### config.mk
export PLATFORM = sky130hd
export DESIGN_NAME = mano_control_unit_flat
export DESIGN_NICKNAME = d
export VERILOG_FILES = /design/src/rtl/mano_control_unit_if.sv /design/src/rtl/mano_control_unit.sv /design/src/flat_wrapper.sv
export SDC_FILE = /design/constraint.sdc
export NUM_CORES = 1
export LEC_CHECK = 0
export ABC_CLOCK_PERIOD_IN_PS = 1650
export CAP_MARGIN = 20
export CELL_PAD_IN_SITES_DETAIL_PLACEMENT = 1
export CELL_PAD_IN_SITES_GLOBAL_PLACEMENT = 1
export CORE_MARGIN = 1.5
export CORE_UTILIZATION = 24
export DETAILED_ROUTE_END_ITERATION = 7
export MAX_ROUTING_LAYER = met4
export PLACE_DENSITY_LB_ADDON = 0.1
export SYNTH_ARGS = -nofsm -noshare
export SYNTH_HDL_FRONTEND = slang
export SYNTH_SLANG_ARGS = --single-unit
### constraint.sdc
create_clock -name clk -period 1.65 [get_ports clk]
set_input_delay 0.33 -clock clk [delete_from_list [all_inputs] [get_ports clk]]
set_output_delay 0.33 -clock clk [all_outputs]
set_load 0.03 [all_outputs]
### src/rtl/mano_control_unit_if.sv
// Control-unit side of the basic computer: datapath status in, register/bus/ALU strobes out.
// The master modport belongs to the control unit, the slave modport to the datapath.
interface mano_control_unit_if #(
    parameter int WIDTH   = 16,
    parameter int SC_BITS = 4
);
    logic               run;
    logic [WIDTH-1:0]   ir;
    logic               ac_zero;
    logic               ac_msb;
    logic               dr_zero;
    logic               e_flag;

    logic [2:0]         bus_sel;
    logic               mem_read;
    logic               mem_write;
    logic               ld_ar;
    logic               inc_ar;
    logic               clr_ar;
    logic               ld_pc;
    logic               inc_pc;
    logic               ld_dr;
    logic               inc_dr;
    logic               ld_ac;
    logic               inc_ac;
    logic               clr_ac;
    logic               ld_ir;
    logic               ld_tr;
    logic [2:0]         alu_op;
    logic               clr_e;
    logic               cme;
    logic               ld_e;
    logic [SC_BITS-1:0] sc;
    logic               halted;

    modport master (
        input  run, ir, ac_zero, ac_msb, dr_zero, e_flag,
        output bus_sel, mem_read, mem_write,
        output ld_ar, inc_ar, clr_ar, ld_pc, inc_pc, ld_dr, inc_dr,
        output ld_ac, inc_ac, clr_ac, ld_ir, ld_tr, alu_op,
        output clr_e, cme, ld_e, sc, halted
    );

    modport slave (
        output run, ir, ac_zero, ac_msb, dr_zero, e_flag,
        input  bus_sel, mem_read, mem_write,
        input  ld_ar, inc_ar, clr_ar, ld_pc, inc_pc, ld_dr, inc_dr,
        input  ld_ac, inc_ac, clr_ac, ld_ir, ld_tr, alu_op,
        input  clr_e, cme, ld_e, sc, halted
    );
endinterface

### src/rtl/mano_control_unit.sv
// Timing and control sequencer for the basic computer: SC-driven fetch, decode,
// indirect, memory-reference and register-reference micro-operations.
module mano_control_unit #(
    parameter int WIDTH   = 16,
    parameter int SC_BITS = 4
) (
    input  logic                clk,
    input  logic                reset_cu,
    mano_control_unit_if.master cu
);

    typedef enum logic [2:0] {
        T0, T1, T2, T3, T4, T5, T6, T_WRAP
    } phase_t;

    localparam logic [2:0] BUS_NONE = 3'd0;
    localparam logic [2:0] BUS_AR   = 3'd1;
    localparam logic [2:0] BUS_PC   = 3'd2;
    localparam logic [2:0] BUS_DR   = 3'd3;
    localparam logic [2:0] BUS_AC   = 3'd4;
    localparam logic [2:0] BUS_IR   = 3'd5;
    localparam logic [2:0] BUS_MEM  = 3'd7;

    localparam logic [2:0] ALU_AND  = 3'd0;
    localparam logic [2:0] ALU_ADD  = 3'd1;
    localparam logic [2:0] ALU_DR   = 3'd2;
    localparam logic [2:0] ALU_CMA  = 3'd3;
    localparam logic [2:0] ALU_CIR  = 3'd4;
    localparam logic [2:0] ALU_CIL  = 3'd5;

    localparam logic [2:0] OP_AND   = 3'd0;
    localparam logic [2:0] OP_ADD   = 3'd1;
    localparam logic [2:0] OP_LDA   = 3'd2;
    localparam logic [2:0] OP_STA   = 3'd3;
    localparam logic [2:0] OP_BUN   = 3'd4;
    localparam logic [2:0] OP_BSA   = 3'd5;
    localparam logic [2:0] OP_ISZ   = 3'd6;
    localparam logic [2:0] OP_REG   = 3'd7;

    logic [SC_BITS-1:0] sc_q, sc_d;
    logic               halted_q, halted_d;
    logic               i_q, i_d;
    logic [2:0]         op_q, op_d;
    logic               sc_clr;
    logic               active;
    phase_t             phase;

    assign active    = reset_cu & cu.run & ~halted_q;
    assign cu.sc     = sc_q;
    assign cu.halted = halted_q;
    assign cu.ld_tr  = 1'b0;
    assign cu.clr_ar = 1'b0;

    // Any count above T6 is illegal and maps to a recovery phase that just clears SC.
    always_comb begin
        if (sc_q > SC_BITS'(6)) begin
            phase = T_WRAP;
        end else begin
            phase = phase_t'(sc_q[2:0]);
        end
    end

    always_ff @(posedge clk) begin
        if (!reset_cu) begin
            sc_q     <= '0;
            halted_q <= 1'b0;
            i_q      <= 1'b0;
            op_q     <= '0;
        end else begin
            sc_q     <= sc_d;
            halted_q <= halted_d;
            i_q      <= i_d;
            op_q     <= op_d;
        end
    end

    always_comb begin
        cu.bus_sel   = BUS_NONE;
        cu.mem_read  = 1'b0;
        cu.mem_write = 1'b0;
        cu.ld_ar     = 1'b0;
        cu.inc_ar    = 1'b0;
        cu.ld_pc     = 1'b0;
        cu.inc_pc    = 1'b0;
        cu.ld_dr     = 1'b0;
        cu.inc_dr    = 1'b0;
        cu.ld_ac     = 1'b0;
        cu.inc_ac    = 1'b0;
        cu.clr_ac    = 1'b0;
        cu.ld_ir     = 1'b0;
        cu.alu_op    = ALU_AND;
        cu.clr_e     = 1'b0;
        cu.cme       = 1'b0;
        cu.ld_e      = 1'b0;
        sc_d         = sc_q;
        halted_d     = halted_q;
        i_d          = i_q;
        op_d         = op_q;
        sc_clr       = 1'b0;

        if (active) begin
            case (phase)
                T0: begin
                    cu.bus_sel = BUS_PC;
                    cu.ld_ar   = 1'b1;
                end
                T1: begin
                    cu.bus_sel  = BUS_MEM;
                    cu.mem_read = 1'b1;
                    cu.ld_ir    = 1'b1;
                    cu.inc_pc   = 1'b1;
                end
                T2: begin
                    cu.bus_sel = BUS_IR;
                    cu.ld_ar   = 1'b1;
                    i_d        = cu.ir[WIDTH-1];
                    op_d       = cu.ir[WIDTH-2 -: 3];
                end
                T3: begin
                    if (op_q == OP_REG) begin
                        sc_clr = 1'b1;
                        // I=1 here is an I/O instruction, which this unit treats as a NOP.
                        if (!i_q) begin
                            cu.clr_e  = cu.ir[10];
                            cu.cme    = cu.ir[8];
                            cu.inc_pc = (cu.ir[4] & ~cu.ac_msb) | (cu.ir[3] & cu.ac_msb) |
                                        (cu.ir[2] & cu.ac_zero) | (cu.ir[1] & ~cu.e_flag);
                            if (cu.ir[11]) begin
                                cu.clr_ac = 1'b1;
                            end else if (cu.ir[9]) begin
                                cu.ld_ac  = 1'b1;
                                cu.alu_op = ALU_CMA;
                            end else if (cu.ir[7]) begin
                                cu.ld_ac  = 1'b1;
                                cu.alu_op = ALU_CIR;
                                cu.ld_e   = 1'b1;
                            end else if (cu.ir[6]) begin
                                cu.ld_ac  = 1'b1;
                                cu.alu_op = ALU_CIL;
                                cu.ld_e   = 1'b1;
                            end else if (cu.ir[5]) begin
                                cu.inc_ac = 1'b1;
                            end
                            if (cu.ir[0]) begin
                                halted_d = 1'b1;
                            end
                        end
                    end else if (i_q) begin
                        cu.bus_sel  = BUS_MEM;
                        cu.mem_read = 1'b1;
                        cu.ld_ar    = 1'b1;
                    end
                end
                T4: begin
                    case (op_q)
                        OP_AND, OP_ADD, OP_LDA, OP_ISZ: begin
                            cu.bus_sel  = BUS_MEM;
                            cu.mem_read = 1'b1;
                            cu.ld_dr    = 1'b1;
                        end
                        OP_STA: begin
                            cu.bus_sel   = BUS_AC;
                            cu.mem_write = 1'b1;
                            sc_clr       = 1'b1;
                        end
                        OP_BUN: begin
                            cu.bus_sel = BUS_AR;
                            cu.ld_pc   = 1'b1;
                            sc_clr     = 1'b1;
                        end
                        OP_BSA: begin
                            cu.bus_sel   = BUS_PC;
                            cu.mem_write = 1'b1;
                            cu.inc_ar    = 1'b1;
                        end
                        default: sc_clr = 1'b1;
                    endcase
                end
                T5: begin
                    case (op_q)
                        OP_AND: begin
                            cu.ld_ac  = 1'b1;
                            cu.alu_op = ALU_AND;
                            sc_clr    = 1'b1;
                        end
                        OP_ADD: begin
                            cu.ld_ac  = 1'b1;
                            cu.alu_op = ALU_ADD;
                            cu.ld_e   = 1'b1;
                            sc_clr    = 1'b1;
                        end
                        OP_LDA: begin
                            cu.ld_ac  = 1'b1;
                            cu.alu_op = ALU_DR;
                            sc_clr    = 1'b1;
                        end
                        OP_BSA: begin
                            cu.bus_sel = BUS_AR;
                            cu.ld_pc   = 1'b1;
                            sc_clr     = 1'b1;
                        end
                        OP_ISZ: begin
                            cu.inc_dr = 1'b1;
                        end
                        default: sc_clr = 1'b1;
                    endcase
                end
                T6: begin
                    sc_clr = 1'b1;
                    // dr_zero already reflects the T5 increment when it is sampled here.
                    if (op_q == OP_ISZ) begin
                        cu.bus_sel   = BUS_DR;
                        cu.mem_write = 1'b1;
                        cu.inc_pc    = cu.dr_zero;
                    end
                end
                default: sc_clr = 1'b1;
            endcase

            sc_d = sc_clr ? '0 : sc_q + SC_BITS'(1);
        end
    end

endmodule

### src/flat_wrapper.sv
// flat-port wrapper written by rule: the top's interface ports become plain ports
module mano_control_unit_flat 
#(
    parameter int WIDTH   = 16,
    parameter int SC_BITS = 4
)
  (clk, reset_cu, cu_run, cu_ir, cu_ac_zero, cu_ac_msb, cu_dr_zero, cu_e_flag, cu_bus_sel, cu_mem_read, cu_mem_write, cu_ld_ar, cu_inc_ar, cu_clr_ar, cu_ld_pc, cu_inc_pc, cu_ld_dr, cu_inc_dr, cu_ld_ac, cu_inc_ac, cu_clr_ac, cu_ld_ir, cu_ld_tr, cu_alu_op, cu_clr_e, cu_cme, cu_ld_e, cu_sc, cu_halted);
  mano_control_unit_if #(.WIDTH(WIDTH), .SC_BITS(SC_BITS)) cu_i ();
  input  logic clk;
  input  logic reset_cu;
  input wire logic [$bits(cu_i.run)-1:0] cu_run;
  input wire logic [$bits(cu_i.ir)-1:0] cu_ir;
  input wire logic [$bits(cu_i.ac_zero)-1:0] cu_ac_zero;
  input wire logic [$bits(cu_i.ac_msb)-1:0] cu_ac_msb;
  input wire logic [$bits(cu_i.dr_zero)-1:0] cu_dr_zero;
  input wire logic [$bits(cu_i.e_flag)-1:0] cu_e_flag;
  output wire logic [$bits(cu_i.bus_sel)-1:0] cu_bus_sel;
  output wire logic [$bits(cu_i.mem_read)-1:0] cu_mem_read;
  output wire logic [$bits(cu_i.mem_write)-1:0] cu_mem_write;
  output wire logic [$bits(cu_i.ld_ar)-1:0] cu_ld_ar;
  output wire logic [$bits(cu_i.inc_ar)-1:0] cu_inc_ar;
  output wire logic [$bits(cu_i.clr_ar)-1:0] cu_clr_ar;
  output wire logic [$bits(cu_i.ld_pc)-1:0] cu_ld_pc;
  output wire logic [$bits(cu_i.inc_pc)-1:0] cu_inc_pc;
  output wire logic [$bits(cu_i.ld_dr)-1:0] cu_ld_dr;
  output wire logic [$bits(cu_i.inc_dr)-1:0] cu_inc_dr;
  output wire logic [$bits(cu_i.ld_ac)-1:0] cu_ld_ac;
  output wire logic [$bits(cu_i.inc_ac)-1:0] cu_inc_ac;
  output wire logic [$bits(cu_i.clr_ac)-1:0] cu_clr_ac;
  output wire logic [$bits(cu_i.ld_ir)-1:0] cu_ld_ir;
  output wire logic [$bits(cu_i.ld_tr)-1:0] cu_ld_tr;
  output wire logic [$bits(cu_i.alu_op)-1:0] cu_alu_op;
  output wire logic [$bits(cu_i.clr_e)-1:0] cu_clr_e;
  output wire logic [$bits(cu_i.cme)-1:0] cu_cme;
  output wire logic [$bits(cu_i.ld_e)-1:0] cu_ld_e;
  output wire logic [$bits(cu_i.sc)-1:0] cu_sc;
  output wire logic [$bits(cu_i.halted)-1:0] cu_halted;
  assign cu_i.run = cu_run;
  assign cu_i.ir = cu_ir;
  assign cu_i.ac_zero = cu_ac_zero;
  assign cu_i.ac_msb = cu_ac_msb;
  assign cu_i.dr_zero = cu_dr_zero;
  assign cu_i.e_flag = cu_e_flag;
  assign cu_bus_sel = cu_i.bus_sel;
  assign cu_mem_read = cu_i.mem_read;
  assign cu_mem_write = cu_i.mem_write;
  assign cu_ld_ar = cu_i.ld_ar;
  assign cu_inc_ar = cu_i.inc_ar;
  assign cu_clr_ar = cu_i.clr_ar;
  assign cu_ld_pc = cu_i.ld_pc;
  assign cu_inc_pc = cu_i.inc_pc;
  assign cu_ld_dr = cu_i.ld_dr;
  assign cu_inc_dr = cu_i.inc_dr;
  assign cu_ld_ac = cu_i.ld_ac;
  assign cu_inc_ac = cu_i.inc_ac;
  assign cu_clr_ac = cu_i.clr_ac;
  assign cu_ld_ir = cu_i.ld_ir;
  assign cu_ld_tr = cu_i.ld_tr;
  assign cu_alu_op = cu_i.alu_op;
  assign cu_clr_e = cu_i.clr_e;
  assign cu_cme = cu_i.cme;
  assign cu_ld_e = cu_i.ld_e;
  assign cu_sc = cu_i.sc;
  assign cu_halted = cu_i.halted;
  mano_control_unit #(.WIDTH(WIDTH), .SC_BITS(SC_BITS)) u_core (.clk(clk), .reset_cu(reset_cu), .cu(cu_i));
endmodule
==> summary.txt, run 1 <==
Outcome
  – Status: complete, but fails checks
  – Failing checks: negative setup slack

Cells and area
  – Nets: between 200 and 300
  – Diodes inserted: 0
  – Share of post-route cells with drive strength above 1: ~62%
  – Finished Cell Area: 0.00251 mm²
  – Util after Layout: between 60 and 70%
  – Fill cell count: around 450
  – Layout overhead on the synthesized area: 155%
  – Storage element area: 199 µm²
  – Multi-input logic area: around 0.0012 mm²
  – Fin cells: about 280

Drt
  – Via density: ~5.2
  – Routed WL per cell: about 19 µm
  – Remaining DRCs: 0
  – Final ANT Viol Nets: 0
  – Via count: roughly 1,500
  – Starting DRT DRC Count: 37
  – Final wirelength: approximately 5.3 mm
  – First-pass DRT Iterations: 4

Critical path
  – Origin of the worst setup path: u_core.cu.sc[0]
  – Startpoint Class: register
  – RR Startpoint: u_core.cu.sc[0]
  – Flop2flop setup slack: roughly 0.030 ns
  – Crit path DAT: between 1.5 and 2 ns
  – Worst setup path category: register to primary output
  – Reg2Reg Depth: 5
  – Max FO, Critical Path: 6
  – CP Capture Type: primary output
  – R2r endpoint: u_core.cu.sc[1]
  – Critical Path Sink: cu_mem_write
  – CP required: 1.32 ns

Timing
  – Fin crit period: 2.17 ns
  – Hold Vio Cnt, Final: 0
  – Final setup fails: 21
  – Unrepaired setup endpoints after global routing: yes
  – Final setup margin: -0.516 ns
  – FMAX: 462 MHz
  – Final period utilization: 131%
  – Final number of max-transition violations: 0
  – Final Skew: about 0.0043 ns

Logic synthesis
  – Synth cell count leaders: nor2_1 (13), nand2_1 (10), dfxtp_1 (9)
  – Post-Synthesis Cells: ~140
  – Synth top area cells: dfxtp_1 (18%), mux2i_1 (5.1%), nand2b_1 (5.1%), nor2_1 (4.9%), a21oi_1 (4.1%)
  – Post-synthesis sequential element count: 9
  – Sequential element share of the synthesized area: between 10% and 20%
  – Netlist Area Pre-Place: just under 0.001 mm²
  – Syn. warnings: 0
  – Post-synth top flop: dfxtp_1
  – Top cell type's share of synthesized area: between 15 and 20%
  – Number of synthesized flops with an enable pin: 0
  – Syn avg cell area: 7.26 µm²
  – Most frequent cell after synthesis: nor2_1
  – Synth area leader: dfxtp_1
  – Ys async rst share: 0%
  – Unique cell type count in the Yosys netlist: 45

Floorplan
  – Die X: roughly 67 µm
  – Top Ports: between 50 and 60
  – Row cnt: 23
  – Die height: around 67 µm
  – Die ar.: between 0.004 and 0.005 mm²
  – Initial core utilization: ~25%
  – Core Area: between 0.003 and 0.004 mm²

Power
  – Clock power frac: just over 30%
  – Worst vdd ir: approximately 0.00032 V
  – Net Sw Frac: between 30 and 40%
  – Combinational share of power: between 40% and 50%
  – Pwr Density: about 340 mW/mm²
  – Flop pwr share: between 20% and 30%
  – Net Sw Power: ~0.00029 W
  – Static leakage: 0.961 nW
  – Int Pwr: about 0.00057 W
  – Pwr Total: 0.000863 W

Place
  – Input/output buffers: 48
  – Placed Instance Area: just over 0.002 mm²
  – Final HPWL DP: roughly 3.5 mm
  – GP Congestion: 0.877
  – Placed insts: between 200 and 300

Global route
  – Antenna violations before repair: 0
  – Vias in the first global route: roughly 1,500
  – Congestion Overflow GR: 0
  – Largest net degree at the start of global routing: 16
  – Global-route wire length before repair: 7.73 mm
  – GR Util All Layers: between 20% and 30%

CTS
  – Clk root buf: clkbuf_8
  – Total CTS buffers: 3
  – CTS Hold Bufs: 0
  – Clock transition at path regs: 0.05 ns
  – Clock buffer depth: 2
  – Htree depth: 1
  – TritonCTS clock tree: done
  – Clk_lat worst skew: 0.23 ns
  – TritonCTS Sinks: 9

Hold path
  – Min-Delay Path Class: register to register

Job
  – Max Cap Violations: 0
## sequential cells by signal, summed over array words and instances (netlist names)
name,flops
u_core.i_q,1
u_core.cu.sc,4
u_core.op_q,3
u_core.cu.halted,1
## power by group through the flow
stage / sequential (W) / combinational (W) / clock [W]
after floorplan: 0.000250 / 0.000138 / 0
after global placement: 0.000239 / 0.000283 / 0
after global routing: 0.000237 / 0.000384 / 0.000285
final: 0.000236 / 0.000365 / 0.000262
after CTS: 0.000236 / 0.000335 / 0.000260
after detailed placement: 0.000239 / 0.000293 / 0
## through the flow
stage / TNS, ns / setup slack [ns] / hold slack, ns
after floorplan: -2.24 / -0.322 / 0.465
after global placement: -8.37 / -0.523 / 0.549
after detailed placement: -9.40 / -0.567 / 0.570
after CTS: -6.45 / -0.508 / 0.583
after global routing: -8.48 / -0.546 / 0.640
final: -7.17 / -0.516 / 0.577
## layout by cell type, fill, tap and decap left out, drive strengths merged, types with 3 or more instances in the layout
cell type,count
a21oi,8
and3,4
nand2b,8
nand3,7
nor4,5
clkdlybuf4s50,20
nand2,10
o211ai,3
buf,76
dfxtp,9
inv,5
and2,3
nand3b,3
dlygate4sd2,6
mux2i,5
clkbuf,4
nor2,13
o21ai,6
a31oi,5
nor3,4
## what timing repair did
item                                    4_1_cts  5_1_grt
gates resized for setup                      69       19
endpoints found under the setup margin       25       24
setup buffers                                 7        4
pin swaps                                    13       12
## worst max-delay path, stage by stage (launching register included)
cell     delay, ns
dfxtp_4       0.37
or4b_4        0.56
or3_4         0.37
a21oi_4       0.17
buf_6         0.15
## final cells by class
class	instances	share of cell area [%]
multi-input cells	114	49.2
repair buffers	102	37.8
flip-flops and latches	9	7.91
well taps	50	2.49
clock buffers	4	1.79
inverters	5	0.846
## worst min path at each step
stage                      from               end  slack [ns]  cells past startpoint
2_1_floorplan          reset_cu   u_core.cu.sc[1]        0.46                      2
3_3_place_gp   u_core.cu.halted  u_core.cu.halted        0.55                      3
3_5_place_dp   u_core.cu.halted  u_core.cu.halted        0.57                      3
4_1_cts        u_core.cu.halted  u_core.cu.halted        0.58                      3
5_1_grt        u_core.cu.halted  u_core.cu.halted        0.64                      3
6_report       u_core.cu.halted  u_core.cu.halted        0.58                      3
## routing by layer
| metal | GRT usage, % | vias to the layer above | wire length, µm |
|---|---|---|---|
| met5 | - | - | 0 |
| met4 | 5.61 | 0 | 57 |
| met3 | 2.00 | 8 | 106 |
| met2 | 44.2 | 37 | 2960 |
| met1 | 26.8 | 730 | 2200 |
| li1 | - | 708 | - |
## cell families after synthesis
family / synth area share (%)
flip-flops: 18.3
adder cells (fa/ha/maj): 2.53
multiplexers: 6.21
buffers and inverters: 6.97
AND/OR/NAND/NOR: 44.9
AO/OA/AOI/OAI: 20.8
other: 0.380
(Power assumes the default switching activity.)
==> run 2: changes to the inputs <==
--- a/config.mk
+++ b/config.mk
@@ -12,6 +12,7 @@
 export CORE_MARGIN = 1.5
 export CORE_UTILIZATION = 24
 export DETAILED_ROUTE_END_ITERATION = 7
+export GPL_ROUTABILITY_DRIVEN = 0
 export MAX_ROUTING_LAYER = met4
 export PLACE_DENSITY_LB_ADDON = 0.1
 export SYNTH_ARGS = -nofsm -noshare
==> run 2 against run 1 <==
  * The flow still finishes with violations (negative setup slack)
  * Utilization grew 2.2 points
  * Worst setup slack gained 0.0075 ns
  * Cell count grew 1.8%
  * Power shrank 0.39%
  * Register-to-register slack lost 0.06 ns
  * Global-route usage shrank 0.48 points
  * Maximum frequency grew 0.35%
  * First-iteration DRC count grew 19%
  * Wire length grew 9.2%
  * Non-clock buffer count grew 5
  * Critical path type unchanged
  * Critical endpoint unchanged
  * Largest power group unchanged
==> summary.txt, run 2 (synthesized netlist as in run 1, its figures left out) <==
Global route
  – Met2 Resource Use GR: 43.7% (was 44.2%)
  – Largest net degree at the start of global routing: 16 (unchanged)
  – Grt met3 use: 1.83% (was 2.00%)
  – Congestion Overflow GR: 0 (unchanged)
  – Global-route wire length before repair: 7.52 mm (was 7.73 mm)
  – Antenna violations before repair: 0 (unchanged)
  – GR Util All Layers: 23.0% (was 23.5%)
  – Busiest grt layer: met2 (unchanged)
  – Vias in the first global route: 1,520 (was 1,533)
  – Met1 Use GR: 25.5% (was 26.8%)

Job
  – Max Cap Violations: 0 (unchanged)

Critical path
  – Crit path max-delay cell type: or4b_4 (unchanged)
  – Flop2flop setup slack: -0.03 ns (was 0.03 ns)
  – Cell breakdown of the critical path: or4b_4 > or3_4 > a21oi_4 > buf_6 (unchanged)
  – Max stage delay on crit path: 0.56 ns (about the same)
  – Startpoint Class: register (unchanged)
  – Worst setup path category: register to primary output (unchanged)
  – R2r endpoint: u_core.cu.sc[2] (was u_core.cu.sc[1])
  – Origin of the worst setup path: u_core.cu.sc[0] (unchanged)
  – RR Startpoint: u_core.op_q[2] (was u_core.cu.sc[0])
  – Max FO, Critical Path: 6 (unchanged)
  – Reg2Reg Depth: 5 (unchanged)
  – CP Capture Type: primary output (unchanged)
  – Crit path DAT: 1.83 ns (was 1.84 ns)
  – CP required: 1.32 ns (about the same)

Timing
  – Unrepaired setup endpoints after global routing: yes (unchanged)
  – Final Skew: 0.00190 ns (was 0.00427 ns)
  – Final number of max-transition violations: 0 (unchanged)
  – Fin crit period: 2.16 ns (was 2.17 ns)
  – Hold Vio Cnt, Final: 0 (unchanged)
  – Final setup fails: 22 (was 21)
  – Final setup margin: -0.509 ns (was -0.516 ns)
  – FMAX: 463 MHz (was 462 MHz)
  – Final period utilization: 131% (about the same)
  – Min Hold Slack: 0.574 ns (was 0.577 ns)

Outcome
  – Failing checks: negative setup slack (unchanged)
  – Status: complete, but fails checks (unchanged)

Floorplan
  – Die X: 67.1 µm (unchanged)
  – Top Ports: 51 (unchanged)
  – Die height: 67.1 µm (unchanged)
  – Die ar.: 0.00451 mm² (unchanged)
  – Row cnt: 23 (unchanged)
  – Core Area: 0.00397 mm² (unchanged)
  – Initial core utilization: 24.9% (unchanged)

Cells and area
  – Commonest non-fill, non-tap cell in the layout: buf_4 (unchanged)
  – Share of post-route cells with drive strength above 1: 62.8% (was 62.4%)
  – Multi-input logic area: 0.00124 mm² (about the same)
  – Util after Layout: 65.5% (was 63.3%)
  – Finished Cell Area: 0.00260 mm² (was 0.00251 mm²)
  – Fill cell count: 420 (was 447)
  – Largest register FFs: 4 (unchanged)
  – Layout overhead on the synthesized area: 164% (was 155%)
  – Storage element area: 199 µm² (unchanged)
  – Nets: 265 (was 260)
  – Most frequent cells in the layout: buf_4 (44), buf_6 (33), clkdlybuf4s50_1 (19) (was buf_4 (42), buf_6 (34), clkdlybuf4s50_1 (20))
  – Diodes inserted: 0 (unchanged)
  – Fin cells: 289 (was 284)

Hold path
  – Hold Path End: u_core.cu.halted (unchanged)
  – Hold path startpoint: u_core.cu.halted (unchanged)
  – WHS Path Cells: 3 (unchanged)
  – Min-Delay Path Class: register to register (unchanged)

Drt
  – Via count: 1,512 (was 1,483)
  – Via density: 5.23 (was 5.22)
  – Final wirelength: 5.81 mm (was 5.32 mm)
  – Routed WL per cell: 20.1 µm (was 18.7 µm)
  – First-pass DRT Iterations: 4 (unchanged)
  – Remaining DRCs: 0 (unchanged)
  – Starting DRT DRC Count: 44 (was 37)
  – Final ANT Viol Nets: 0 (unchanged)

CTS
  – Clock transition at path regs: 0.05 ns (about the same)
  – CTS Hold Bufs: 0 (unchanged)
  – Clock buffer depth: 2 (unchanged)
  – TritonCTS Sinks: 9 (unchanged)
  – Htree depth: 1 (unchanged)
  – Clk root buf: clkbuf_8 (unchanged)
  – Total CTS buffers: 3 (unchanged)
  – Clk_lat worst skew: 0.23 ns (about the same)
  – TritonCTS clock tree: done (unchanged)

Place
  – Placed insts: 266 (was 269)
  – Final HPWL DP: 3.59 mm (was 3.46 mm)
  – Placed Instance Area: 0.00200 mm² (was 0.00203 mm²)
  – Input/output buffers: 48 (unchanged)

Power
  – Pwr Density: 330 mW/mm² (was 343 mW/mm²)
  – Worst vdd ir: 0.000414 V (was 0.000317 V)
  – Static leakage: 1.01 nW (was 0.961 nW)
-- run 2: changes by cell type in the layout (fill, tap and decap cells not counted), sizes merged --
cell           change
buf                +4
clkbuf             +1
clkdlybuf4s50      -1
dlymetal6s2s       +1
-- run 2: critical path, delay by kind of cell (launching register included) --
kind	cells	cell delay [ns]
buffers and inverters	1	0.15
flip-flops	1	0.37
AND/OR/NAND/NOR	2	0.92
AO/OA/AOI/OAI	1	0.15
-- run 2: repair_timing --
action                     4_1_cts  5_1_grt
gates cloned                     0        1
pin swaps                       23       12
buffers inserted                 8       11
setup endpoints to repair       26       24
gates resized for setup         75       21
-- run 2: cell type report --
class                      instances  share of cell area, %
clock buffer                       4                   1.73
tap                               50                   2.40
multi-input combinational        114                   47.5
sequential                         9                   7.64
timing repair buffer             107                   39.9
inverter                           5                  0.817
-- run 2: per-stage QoR --
stage | power [W] | setup slack [ns] | setup TNS, ns
final | 0.000860 | -0.509 | -7.06
after floorplan | 0.000388 | -0.322 | -2.24
after CTS | 0.000830 | -0.514 | -6.10
after global routing | 0.000904 | -0.547 | -8.53
after global placement | 0.000520 | -0.563 | -8.35
after detailed placement | 0.000531 | -0.566 | -9.15
-- run 2: report_power, final --
| part | internal [W] | total (W) | switching, W |
|---|---|---|---|
| clock | 0.000168 | 0.000255 | 0.0000870 |
| sequential | 0.000221 | 0.000236 | 0.0000149 |
| combinational | 0.000182 | 0.000368 | 0.000187 |
| total | 0.000571 | 0.000860 | 0.000289 |
-- run 2: how the worst max path moves through the flow --
| stage | slack (ns) | to |
|---|---|---|
| floorplan | -0.32 | cu_bus_sel[1] |
| finish | -0.51 | cu_mem_write |
| global placement | -0.56 | cu_inc_pc |
| CTS | -0.51 | cu_mem_write |
| global route | -0.55 | cu_ld_pc |
| detailed placement | -0.57 | cu_inc_pc |
-- run 2: layer usage --
metal  wire [µm]  share of wire (%)
met1        2170                 37
met2        3310                 57
met3         186                3.2
met4         150                2.6
met5           0                  0
==> run 3: changes to the inputs <==
--- a/config.mk
+++ b/config.mk
@@ -15,6 +15,7 @@
 export GPL_ROUTABILITY_DRIVEN = 0
 export MAX_ROUTING_LAYER = met4
 export PLACE_DENSITY_LB_ADDON = 0.1
+export SLEW_MARGIN = 20
 export SYNTH_ARGS = -nofsm -noshare
 export SYNTH_HDL_FRONTEND = slang
 export SYNTH_SLANG_ARGS = --single-unit
==> results of run 3 <==
Same layout as run 2: the final DEF is identical, and so are final timing and power.
